### src/rtl/i2c_slave_byte_engine.sv
// I2C slave bit/byte engine: START/STOP detection, address match, byte shifting and ACK generation.
// Optional general-call (address 8'h00) acceptance is enabled by defining I2C_GEN_CALL_EN.
module i2c_slave_byte_engine #(
    parameter logic [6:0] SLV_ADDR = 7'h2A
) (
    input  logic       pclk,
    input  logic       preset,
    input  logic       scl_in,
    input  logic       sda_in,
    input  logic       rx_edge,
    input  logic       tx_edge,
    input  logic [7:0] tx_data,
    output logic       sda_oe,
    output logic [7:0] rx_data,
    output logic       rx_valid,
    output logic       tx_load,
    output logic       addr_match,
    output logic       rw,
    output logic       busy
);

    typedef enum logic [2:0] {
        IDLE, ADDR, ADDR_ACK, RX_DATA, RX_ACK, TX_DATA, TX_ACK, WAIT_STOP
    } state_t;

    state_t     state_q, state_d;
    logic [3:0] bit_cnt_q, bit_cnt_d;
    logic [7:0] shreg_q, shreg_d;
    logic [7:0] rx_data_q, rx_data_d;
    logic       sda_dly_q, sda_dly_d;
    logic       ack_q, ack_d;
    logic       sda_oe_q, sda_oe_d;
    logic       rx_valid_q, rx_valid_d;
    logic       tx_load_q, tx_load_d;
    logic       addr_match_q, addr_match_d;
    logic       rw_q, rw_d;
    logic       busy_q, busy_d;

    logic start_cond, stop_cond, gen_call, addr_ok;

    assign start_cond = scl_in & sda_dly_q & ~sda_in;
    assign stop_cond  = scl_in & ~sda_dly_q & sda_in;

`ifdef I2C_GEN_CALL_EN
    assign gen_call = (shreg_q == 8'h00);
`else
    assign gen_call = 1'b0;
`endif
    assign addr_ok = (shreg_q[7:1] == SLV_ADDR) | gen_call;

    always_comb begin
        state_d      = state_q;
        bit_cnt_d    = bit_cnt_q;
        shreg_d      = shreg_q;
        rx_data_d    = rx_data_q;
        sda_dly_d    = sda_in;
        ack_d        = ack_q;
        sda_oe_d     = sda_oe_q;
        rx_valid_d   = 1'b0;
        tx_load_d    = 1'b0;
        addr_match_d = 1'b0;
        rw_d         = rw_q;

        if (stop_cond) begin
            state_d   = IDLE;
            bit_cnt_d = 4'd0;
            sda_oe_d  = 1'b0;
        end else if (start_cond) begin
            state_d   = ADDR;
            bit_cnt_d = 4'd0;
            sda_oe_d  = 1'b0;
        end else begin
            case (state_q)
                IDLE: sda_oe_d = 1'b0;
                ADDR: begin
                    if (rx_edge && bit_cnt_q != 4'd8) begin
                        shreg_d   = {shreg_q[6:0], sda_in};
                        bit_cnt_d = bit_cnt_q + 4'd1;
                    end else if (tx_edge && bit_cnt_q == 4'd8) begin
                        bit_cnt_d = 4'd0;
                        if (addr_ok) begin
                            state_d      = ADDR_ACK;
                            sda_oe_d     = 1'b1;
                            rw_d         = shreg_q[0];
                            addr_match_d = 1'b1;
                        end else begin
                            state_d  = WAIT_STOP;
                            sda_oe_d = 1'b0;
                        end
                    end
                end
                ADDR_ACK: begin
                    if (tx_edge) begin
                        bit_cnt_d = 4'd0;
                        if (!rw_q) begin
                            state_d  = RX_DATA;
                            sda_oe_d = 1'b0;
                        end else begin
                            state_d   = TX_DATA;
                            tx_load_d = 1'b1;
                            shreg_d   = tx_data;
                            sda_oe_d  = ~tx_data[7];
                        end
                    end
                end
                RX_DATA: begin
                    if (rx_edge && bit_cnt_q != 4'd8) begin
                        shreg_d   = {shreg_q[6:0], sda_in};
                        bit_cnt_d = bit_cnt_q + 4'd1;
                        if (bit_cnt_q == 4'd7) begin
                            rx_data_d  = {shreg_q[6:0], sda_in};
                            rx_valid_d = 1'b1;
                        end
                    end else if (tx_edge && bit_cnt_q == 4'd8) begin
                        state_d  = RX_ACK;
                        sda_oe_d = 1'b1;
                    end
                end
                RX_ACK: begin
                    if (tx_edge) begin
                        state_d   = RX_DATA;
                        bit_cnt_d = 4'd0;
                        sda_oe_d  = 1'b0;
                    end
                end
                TX_DATA: begin
                    if (rx_edge && bit_cnt_q != 4'd8) begin
                        bit_cnt_d = bit_cnt_q + 4'd1;
                    end else if (tx_edge) begin
                        if (bit_cnt_q == 4'd8) begin
                            state_d  = TX_ACK;
                            sda_oe_d = 1'b0;
                            ack_d    = 1'b0;
                        end else if (bit_cnt_q != 4'd0) begin
                            // Bit 7 went out on entry; each later fall presents the next bit down.
                            sda_oe_d = ~shreg_q[6];
                            shreg_d  = {shreg_q[6:0], 1'b0};
                        end
                    end
                end
                TX_ACK: begin
                    if (rx_edge) begin
                        if (sda_in) begin
                            state_d = WAIT_STOP;
                        end else begin
                            ack_d = 1'b1;
                        end
                    end else if (tx_edge && ack_q) begin
                        state_d   = TX_DATA;
                        bit_cnt_d = 4'd0;
                        tx_load_d = 1'b1;
                        shreg_d   = tx_data;
                        sda_oe_d  = ~tx_data[7];
                    end
                end
                WAIT_STOP: sda_oe_d = 1'b0;
                default: begin
                    state_d  = IDLE;
                    sda_oe_d = 1'b0;
                end
            endcase
        end
        busy_d = (state_d != IDLE);
    end

    always_ff @(posedge pclk or posedge preset) begin
        if (preset) begin
            state_q      <= IDLE;
            bit_cnt_q    <= 4'd0;
            shreg_q      <= 8'h00;
            rx_data_q    <= 8'h00;
            sda_dly_q    <= 1'b1;
            ack_q        <= 1'b0;
            sda_oe_q     <= 1'b0;
            rx_valid_q   <= 1'b0;
            tx_load_q    <= 1'b0;
            addr_match_q <= 1'b0;
            rw_q         <= 1'b0;
            busy_q       <= 1'b0;
        end else begin
            state_q      <= state_d;
            bit_cnt_q    <= bit_cnt_d;
            shreg_q      <= shreg_d;
            rx_data_q    <= rx_data_d;
            sda_dly_q    <= sda_dly_d;
            ack_q        <= ack_d;
            sda_oe_q     <= sda_oe_d;
            rx_valid_q   <= rx_valid_d;
            tx_load_q    <= tx_load_d;
            addr_match_q <= addr_match_d;
            rw_q         <= rw_d;
            busy_q       <= busy_d;
        end
    end

    assign sda_oe     = sda_oe_q;
    assign rx_data    = rx_data_q;
    assign rx_valid   = rx_valid_q;
    assign tx_load    = tx_load_q;
    assign addr_match = addr_match_q;
    assign rw         = rw_q;
    assign busy       = busy_q;

endmodule

### config.mk
export PLATFORM = sky130hd
export DESIGN_NAME = i2c_slave_byte_engine
export DESIGN_NICKNAME = d
export VERILOG_FILES = /design/src/rtl/i2c_slave_byte_engine.sv
export SDC_FILE = /design/constraint.sdc
export NUM_CORES = 1
export LEC_CHECK = 0
export ABC_AREA = 1
export BUFFER_PORTS_ARGS = -buffer_cell sky130_fd_sc_hd__buf_2
export CAP_MARGIN = 10
export CELL_PAD_IN_SITES_DETAIL_PLACEMENT = 0
export CELL_PAD_IN_SITES_GLOBAL_PLACEMENT = 1
export CORE_UTILIZATION = 40
export DETAILED_ROUTE_END_ITERATION = 8
export PLACE_DENSITY = 0.83
export SETUP_SLACK_MARGIN = 0.05
export SLEW_MARGIN = 10
export SYNTH_ARGS = -nofsm -noshare
export SYNTH_HDL_FRONTEND = slang
export SYNTH_SLANG_ARGS = --single-unit
### constraint.sdc
create_clock -name pclk -period 1.8 [get_ports pclk]
set_input_delay 0.18 -clock pclk [delete_from_list [all_inputs] [get_ports pclk]]
set_output_delay 0.18 -clock pclk [all_outputs]
set_load 0.1 [all_outputs]
=== Word-level counts from Yosys, hierarchy flattened ===
Cells that the tools add are included.
W data, S select, Z words.

* Add/sub/neg operators: 1
* Equality and inequality tests: 37
* Multiplexer cells: 76
* Bitwise gates (word level): 11
* Reductions and logical operators: 19

{| class="wikitable"
|+ Operators with widths
! cell !! number
|-
| $mux W8 || 9
|-
| $mux W3 || 16
|-
| $ne A4 B4 Y1 const B || 11
|-
| $mux W1 || 37
|-
| $mux W4 || 8
|-
| $pmux W8 S4 || 1
|-
| $ne A2 B2 Y1 const B || 11
|-
| $pmux W3 S6 || 1
|-
| $pmux W4 S4 || 1
|-
| $eq A3 B3 Y1 const B || 4
|-
| $reduce_and A12 Y1 || 1
|-
| $reduce_and A6 Y1 || 2
|-
| $reduce_and A11 Y1 || 1
|-
| $ne A5 B5 Y1 const B || 2
|-
| $ne A4 B1 Y1 const B || 2
|-
| $reduce_and A8 Y1 || 1
|-
| $reduce_bool A4 Y1 || 2
|-
| $reduce_or A2 Y1 || 4
|-
| $eq A7 B6 Y1 const B || 1
|-
| $not A1 Y1 || 7
|-
| $pmux W1 S7 || 1
|-
| $eq A3 B2 Y1 const B || 2
|-
| $reduce_bool A6 Y1 || 1
|-
| $reduce_and A5 Y1 || 1
|-
| 11 further kinds || 17
|}

* Register bits after elaboration: 31
* Word-level logic and storage cells: 156

=== Longest topological paths before layout ===
Gate-level depths: netlist of the first run.

* Depth after elaboration: 8
* Depth in mapped cells: 12

=== Worst setup path after synthesis of the first run ===
OpenSTA, ideal clock, no wires.

* Path type: register -> register
* Start point: reg rw_q (netlist: rw)
* End point: reg shreg_q[2]
* Arrival time: 1.699 ns
* Required time: 1.683 ns
* Path slack: -0.016 ns
* Cell stages (with the launch flop): 8
* Clock period less this slack: 1.816 ns
* Path through: dfrtp_1 inv_1 nand3_1 nand4_1 nor2_4 nand2_4 nand2_1 nand2_1

* Longest elaborated chain between the ends: 2

{| class="wikitable"
|+ Ends and longest elaborated chain
! item !! RTL line !! RTL
|-
| from (decl) || 36 || <nowiki>logic rw_q, rw_d;</nowiki>
|-
| from (signal assigned) || 191 || <nowiki>rw_q <= rw_d;</nowiki>
|-
| $ne A2 B2 Y1 (no source line) || -- ||
|-
| $reduce_and A12 Y1 (no source line) || -- ||
|-
| to (signal assigned) || 183 || <nowiki>shreg_q <= shreg_d;</nowiki>
|-
| to (decl) || 28 || <nowiki>logic [7:0] shreg_q, shreg_d;</nowiki>
|}

Every way passes these cells.
A chain may end at the register's enable or synchronous reset.

=== Worst setup path in the final report of the first run ===
* Start point: in sda_in
* End point: reg rx_data_q[2] (netlist: rx_data[2])

* Longest elaborated chain between the ends: 4
* Elaborated cells between the ends (all ways): 6
* Classes of those cells: 5 x bitwise; 1 x reduce/logical

{| class="wikitable"
|+ Ends and longest elaborated chain
! item !! RTL line !! RTL
|-
| from (decl) || 9 || <nowiki>input logic sda_in,</nowiki>
|-
| $not A1 Y1 || 41 || <nowiki>assign start_cond = scl_in & sda_dly_q & ~sda_in;</nowiki>
|-
| $and A1 B1 Y1 || 41 ||
|-
| $not A1 Y1 (no source line) || -- ||
|-
| $reduce_and A5 Y1 (no source line) (*) || -- ||
|-
| to (signal assigned) || 184 || <nowiki>rx_data_q <= rx_data_d;</nowiki>
|-
| to (decl) || 29 || <nowiki>logic [7:0] rx_data_q, rx_data_d;</nowiki>
|}

Every way passes the cells marked *; elsewhere a longest branch is shown, timed or not.

==> results of run 1 <==
==> stage by stage <==
stage	cell area, µm²	instances	util, %	total power [mW]	setup WS [ps]
6_report	2420	383	54.1	3.49	150
5_1_grt	2420	383	54.1	3.73	46.2
4_1_cts	2340	378	52.3	3.36	59.3
3_5_place_dp	2200	368	49.2	2.64	40.4
3_3_place_gp	2200	368	49.2	2.63	128
2_1_floorplan	1910	278	-	2.19	192
==> where the power goes <==
group	switching, mW	internal [mW]	total [mW]
clock	0.284	0.412	0.695
combinational	1.14	0.635	1.78
sequential	0.160	0.854	1.01
==> state kept, by name, summed over array words and instances (netlist names) <==
signal and cells:
tx_load 1, shreg_q 8, sda_dly_q 1, addr_match 1, rx_data 8, state_q 3, busy 1, bit_cnt_q 4
sda_oe 1, rw 1, ack_q 1, rx_valid 1
==> metal layers <==
layer  vias to the layer above  track usage, %
li1                        981               -
met1                       859            29.0
met2                        74            31.4
met3                         9            3.85
met4                         0            8.44
met5                         -               0
==> Yosys cell counts, types with 2 or more instances <==
| master | number |
|---|---|
| a21oi_1 | 2 |
| buf_2 | 3 |
| dfrtp_1 | 30 |
| ha_1 | 2 |
| inv_1 | 34 |
| inv_2 | 5 |
| nand2_1 | 103 |
| nand3_1 | 35 |
| nand4_1 | 8 |
| nor2_1 | 18 |
| nor2_2 | 6 |
| nor2_4 | 2 |
| nor3_1 | 3 |
| o21ai_0 | 8 |
| o21ai_1 | 3 |
| o21ai_2 | 4 |
| o21bai_1 | 2 |
| xor2_1 | 2 |
==> cells by family after synthesis <==
family	after synthesis
buf+inv	43
flops	31
xor+xnor	2
fa+ha+maj	2
compound gates	21
simple gates	179
==> repair_timing <==
action / 4_1_cts / 5_1_grt
endpoints found under the setup margin: 4 / 24
buffers inserted: 0 / 5
hold buffers: 2 / 0
endpoints found under the hold margin: 31 / 0
resized for setup: 1 / 15
pin swaps: 0 / 4
==> critical path: stages <==
cell and delay [ps]:
dlygate4sd3_1 530, buf_2 130, inv_2 110, nand3_1 110, inv_1 70, nor2_1 50, buf_4 180, nand2_1 70
buf_4 190, inv_1 100, nand2_1 60, nand2_1 50
==> cell type report <==
type	instances	area, µm²	share of cell area, %
Multi-Input combinational cell	204	1010	41.7
Clock buffer	5	68.8	2.84
Clock inverter	3	43.8	1.81
Timing Repair Buffer	49	309	12.8
Tap cell	52	65.1	2.69
Sequential cell	31	778	32.1
Inverter	39	146	6.05
==> final timing paths <==
kind / startpoint / to / slack, ps / depth (start not counted)
worst max-delay path: sda_in / rx_data[2]$_DFFE_PP0P_ / 150 / 12
max in group asynchronous: preset / sda_dly_q$_DFF_PP1_ / 950 / 4
min in group asynchronous: preset / shreg_q[6]$_DFFE_PP0P_ / 520 / 4
worst min-delay path: tx_data[2] / shreg_q[2]$_DFFE_PP0P_ / 220 / 5
worst max register to register: state_q[0]$_DFF_PP0_ / bit_cnt_q[0]$_DFFE_PP0P_ / 160 / 9
worst min register to register: rx_data[1]$_DFFE_PP0P_ / rx_data[1]$_DFFE_PP0P_ / 470 / 2
==> run metrics, run 1 <==
status finished clean; worst hold margin about 220 ps; Syn Inst Count around 280; Tot GR Track Use slightly above 20%; Met1 Wirelength ~2.3 mm; post-synth top area share between 30 and 40%; DRT iter0 DRCs 98; share of cells above drive strength 1 a little over a quarter; met2 wire len approximately 2.2 mm; synth-to-layout area growth 26.8%; DRC Markers 0; Max Clock Skew ~3.9 ps; most frequent cells in the layout 101 x nand2_1, 34 x nand3_1, 31 x inv_1; synth warn 0; Main synth FF type dfrtp_1; Distinct cells, synth 26; Die ar. 5050 µm²; # fillers roughly 460; total of max-cap violations 0; Worst Path Arrival ~1800 ps; Critical Path Start Type input pin; CP Data Required Time between 1500 and 2000 ps; critical path peak fanout 14; Leakage between 1 and 1.5 nW; Hold WC Path Type input pin to flop; post-synthesis cell area between 1500 and 2000 µm²; Post-synth EDFFs 0; Core ar. 4470 µm²; row count 24; clk_lat worst skew 290 ps; Clock transition at path regs about 70 ps; Top Metal Used met4; critical path type input pin to flop; post-synthesis xor/xnor area fraction less than 1%; unrepaired setup endpoints after global routing false; pwr/cell area about 1400 nW/µm²; final hold viol count 0; first-pass GRT wire length between 8 and 9 mm; post-synthesis register bit count 31; Overflow after GRT 0; mux cell area share after synthesis 0%; Via Count 1923; fmax roughly 0.61 GHz; WL final 4.89 mm; post-synthesis compound-gate area fraction under 10%; Pre-Repair DR Iteration Count 7; Worst setup EP type flop; Adder-Cell Fraction of Synth Area between 1 and 1.5%; Tmin final between 1500 and 2000 ps; top cells by area, synth dfrtp_1 39%, nand2_1 20%, nand3_1 9.2%, inv_1 6.7%, nor2_1 3.5%; clock sink total 31; vias in the first global route 1766; Worst-Margin Slew between 400 and 500 ps; Die Width between 70 and 80 µm; Initial Util about 43%; final setup TNS 0 ps; Via-to-Cell Ratio ~5.0; largest net degree at the start of global routing 32; post-synthesis simple-gate area fraction between 40% and 50%; final worst path period share between 90% and 100%; largest family of logic cells by synthesized area simple AND/OR/NAND/NOR gates; GPL Wtd Cong between 0.9 and 1; WL/cell around 13 µm; clk root buf clkbuf_8; PortBufs 27; Yosys top cell by area dfrtp_1; Seq/Total Area, Yosys 40.7%; antenna violations before repair 0; commonest non-fill, non-tap cell in the layout nand2_1; Die Y 71.1 µm; Peak VDD IR between 0.8 and 0.9 mV; Slew HR 67.9%; Final ANT Viol Nets 0; TritonCTS clock tree yes; syn nets approximately 300; io pins 28; DP HPWL between 3 and 4 mm; Max clock buf depth 2; CTS Buf Count 5; Final Max Tran Viols 0; Async SR Flop Fraction between 90% and 100%; Final Setup Violations 0; Synth Area per Inst 6.87 µm²; met3 WL 322 µm; n_diodes 0; final net count around 350; H-tree depth 2
No activity file was read; power rests on OpenSTA's default activity.
==> run 2: changes to the inputs <==
- RECOVER_POWER: not set -> 100
==> run 2 against run 1 <==
Effect of this change:
- die area unchanged
- clock power hardly changed
- register-to-register slack about the same
==> run metrics, run 2 (synthesis gave the netlist of run 1 again) <==
status finished clean; hold path depth 5; critical path type input pin to flop; commonest non-fill, non-tap cell in the layout nand2_1; unrepaired setup endpoints after global routing false; CP Data Required Time 1980 ps; fmax about 0.60 GHz; DRC Markers 0; CTS Buf Count 5; largest net degree at the start of global routing 32; Pre-Repair DR Iteration Count 6; min-delay src tx_data[2]; final worst path period share between 90% and 100%; GPL Wtd Cong a little over 0.9; clk root buf clkbuf_8; synth-to-layout area growth 25.6%; Final Setup Violations 0; clock sink total 31; Die Y 71.1 µm; final setup TNS 0 ps; H-tree depth 2; Setup WS pre-CTS ~40 ps; n_diodes 0; DP HPWL ~3.6 mm; final hold viol count 0; Tmin final 1670 ps; DRT iter0 DRCs 135; R2R cell count 9; antenna violations before repair 0; r2r endpoint bit_cnt_q[0]$_DFFE_PP0P_; WL/cell around 13 µm; PortBufs 27; share of cells above drive strength 1 about a quarter; Leakage 1.37 nW; Hold WC Path Type input pin to flop; R2R setup slack 160 ps; fin worst setup slack between 100 and 150 ps; Final ANT Viol Nets 0; row count 24; Placed Cells around 370; final net count between 300 and 400; total of max-cap violations 0; final instance area 2400 µm²; pwr/cell area between 1000 and 1500 nW/µm²; Initial Util 42.7%; Die ar. ~5000 µm²; Max Clock Skew 3.61 ps; Critical Path Start Type input pin; io pins 28; Hold Path End shreg_q[2]$_DFFE_PP0P_; Post-DP Area between 2000 and 2500 µm²; Slew HR approximately 47%; Via Count 1910; area of the multi-input gates 991 µm²; Tot GR Track Use 20.6%; WL final 4.88 mm; Core ar. approximately 4500 µm²; most frequent cells in the layout 101 x nand2_1, 34 x nand3_1, 31 x inv_1; Overflow after GRT 0; final std cells w/o fill ~380; CP Launch Point sda_in; clk_lat worst skew approximately 290 ps; first-pass GRT wire length around 8.0 mm; Worst setup EP type flop; # fillers between 400 and 500; Final Max Tran Viols 0; Max clock buf depth 2; Worst-Margin Slew ~800 ps; Worst Path Arrival between 1500 and 2000 ps; critical path peak fanout 8; Die Width approximately 70 µm; TritonCTS clock tree yes; vias in the first global route 1766; Peak VDD IR just over 0.8 mV; register area slightly below 800 µm²; Via-to-Cell Ratio 4.99; Clock transition at path regs roughly 70 ps; Reg2Reg Launch Point state_q[0]$_DFF_PP0_
-- run 2: changes by cell type in the layout (fill, tap and decap cells not counted) --
cell	before	now
clkbuf_4	0	2
o21bai_2	1	0
buf_2	27	12
clkbuf_1	0	1
o21ai_1	4	2
buf_4	19	16
o21ai_0	7	13
o21bai_1	1	2
clkbuf_2	0	15
o21ai_2	4	0
-- run 2: worst max path at each step --
stage	endpoint	slack (ps)	cells past startpoint
CTS	rx_data[2]$_DFFE_PP0P_	60	12
finish	shreg_q[0]$_DFFE_PP0P_	130	12
global route	shreg_q[0]$_DFFE_PP0P_	30	12
global placement	bit_cnt_q[2]$_DFFE_PP0P_	130	11
floorplan	bit_cnt_q[2]$_DFFE_PP0P_	190	11
detailed placement	bit_cnt_q[0]$_DFFE_PP0P_	40	11
-- run 2: power by group --
group / leakage [nW] / switching [mW] / internal [mW]
combinational: 0.915 / 1.13 / 0.629
sequential: 0.400 / 0.158 / 0.854
clock: 0.0581 / 0.281 / 0.412
total: 1.37 / 1.56 / 1.89
-- run 2: through the flow --
step	total power, mW	utilization [%]	hold slack (ps)
2_1_floorplan	2.19	-	184
3_3_place_gp	2.63	49.2	280
3_5_place_dp	2.64	49.2	277
4_1_cts	3.36	52.3	221
5_1_grt	3.72	53.6	256
6_report	3.46	53.6	219
-- run 2: critical path, cell delays in order --
cell	delay, ps
dlygate4sd3_1	520
clkbuf_1	130
inv_2	90
nand3_1	100
inv_1	50
nor2_1	120
clkbuf_4	160
nand2_1	80
nor2_4	190
nand2_4	120
nand2_1	70
nand2_1	50
-- run 2: cell type report --
type,count,share of cell area [%]
inverters,39,6.10
well taps,52,2.71
clock inverters,3,1.83
clock buffers,5,2.87
multi-input cells,204,41.3
repair buffers,49,12.7
flip-flops and latches,31,32.4
-- run 2: repair_timing --
action | CTS | global route
hold buffers | 2 | 0
buffers inserted | 0 | 5
pin swaps | 0 | 4
resized for setup | 1 | 15
endpoints found under the setup margin | 4 | 24
hold endpoints to repair | 31 | 0
-- run 2: per-layer routing --
metal  wire (µm)  up-vias  GRT usage, %
met4          65        0          8.44
met3         227        7          3.85
li1            -      982             -
met1        2410      868          29.0
met5           0        -             0
met2        2180       53          31.4
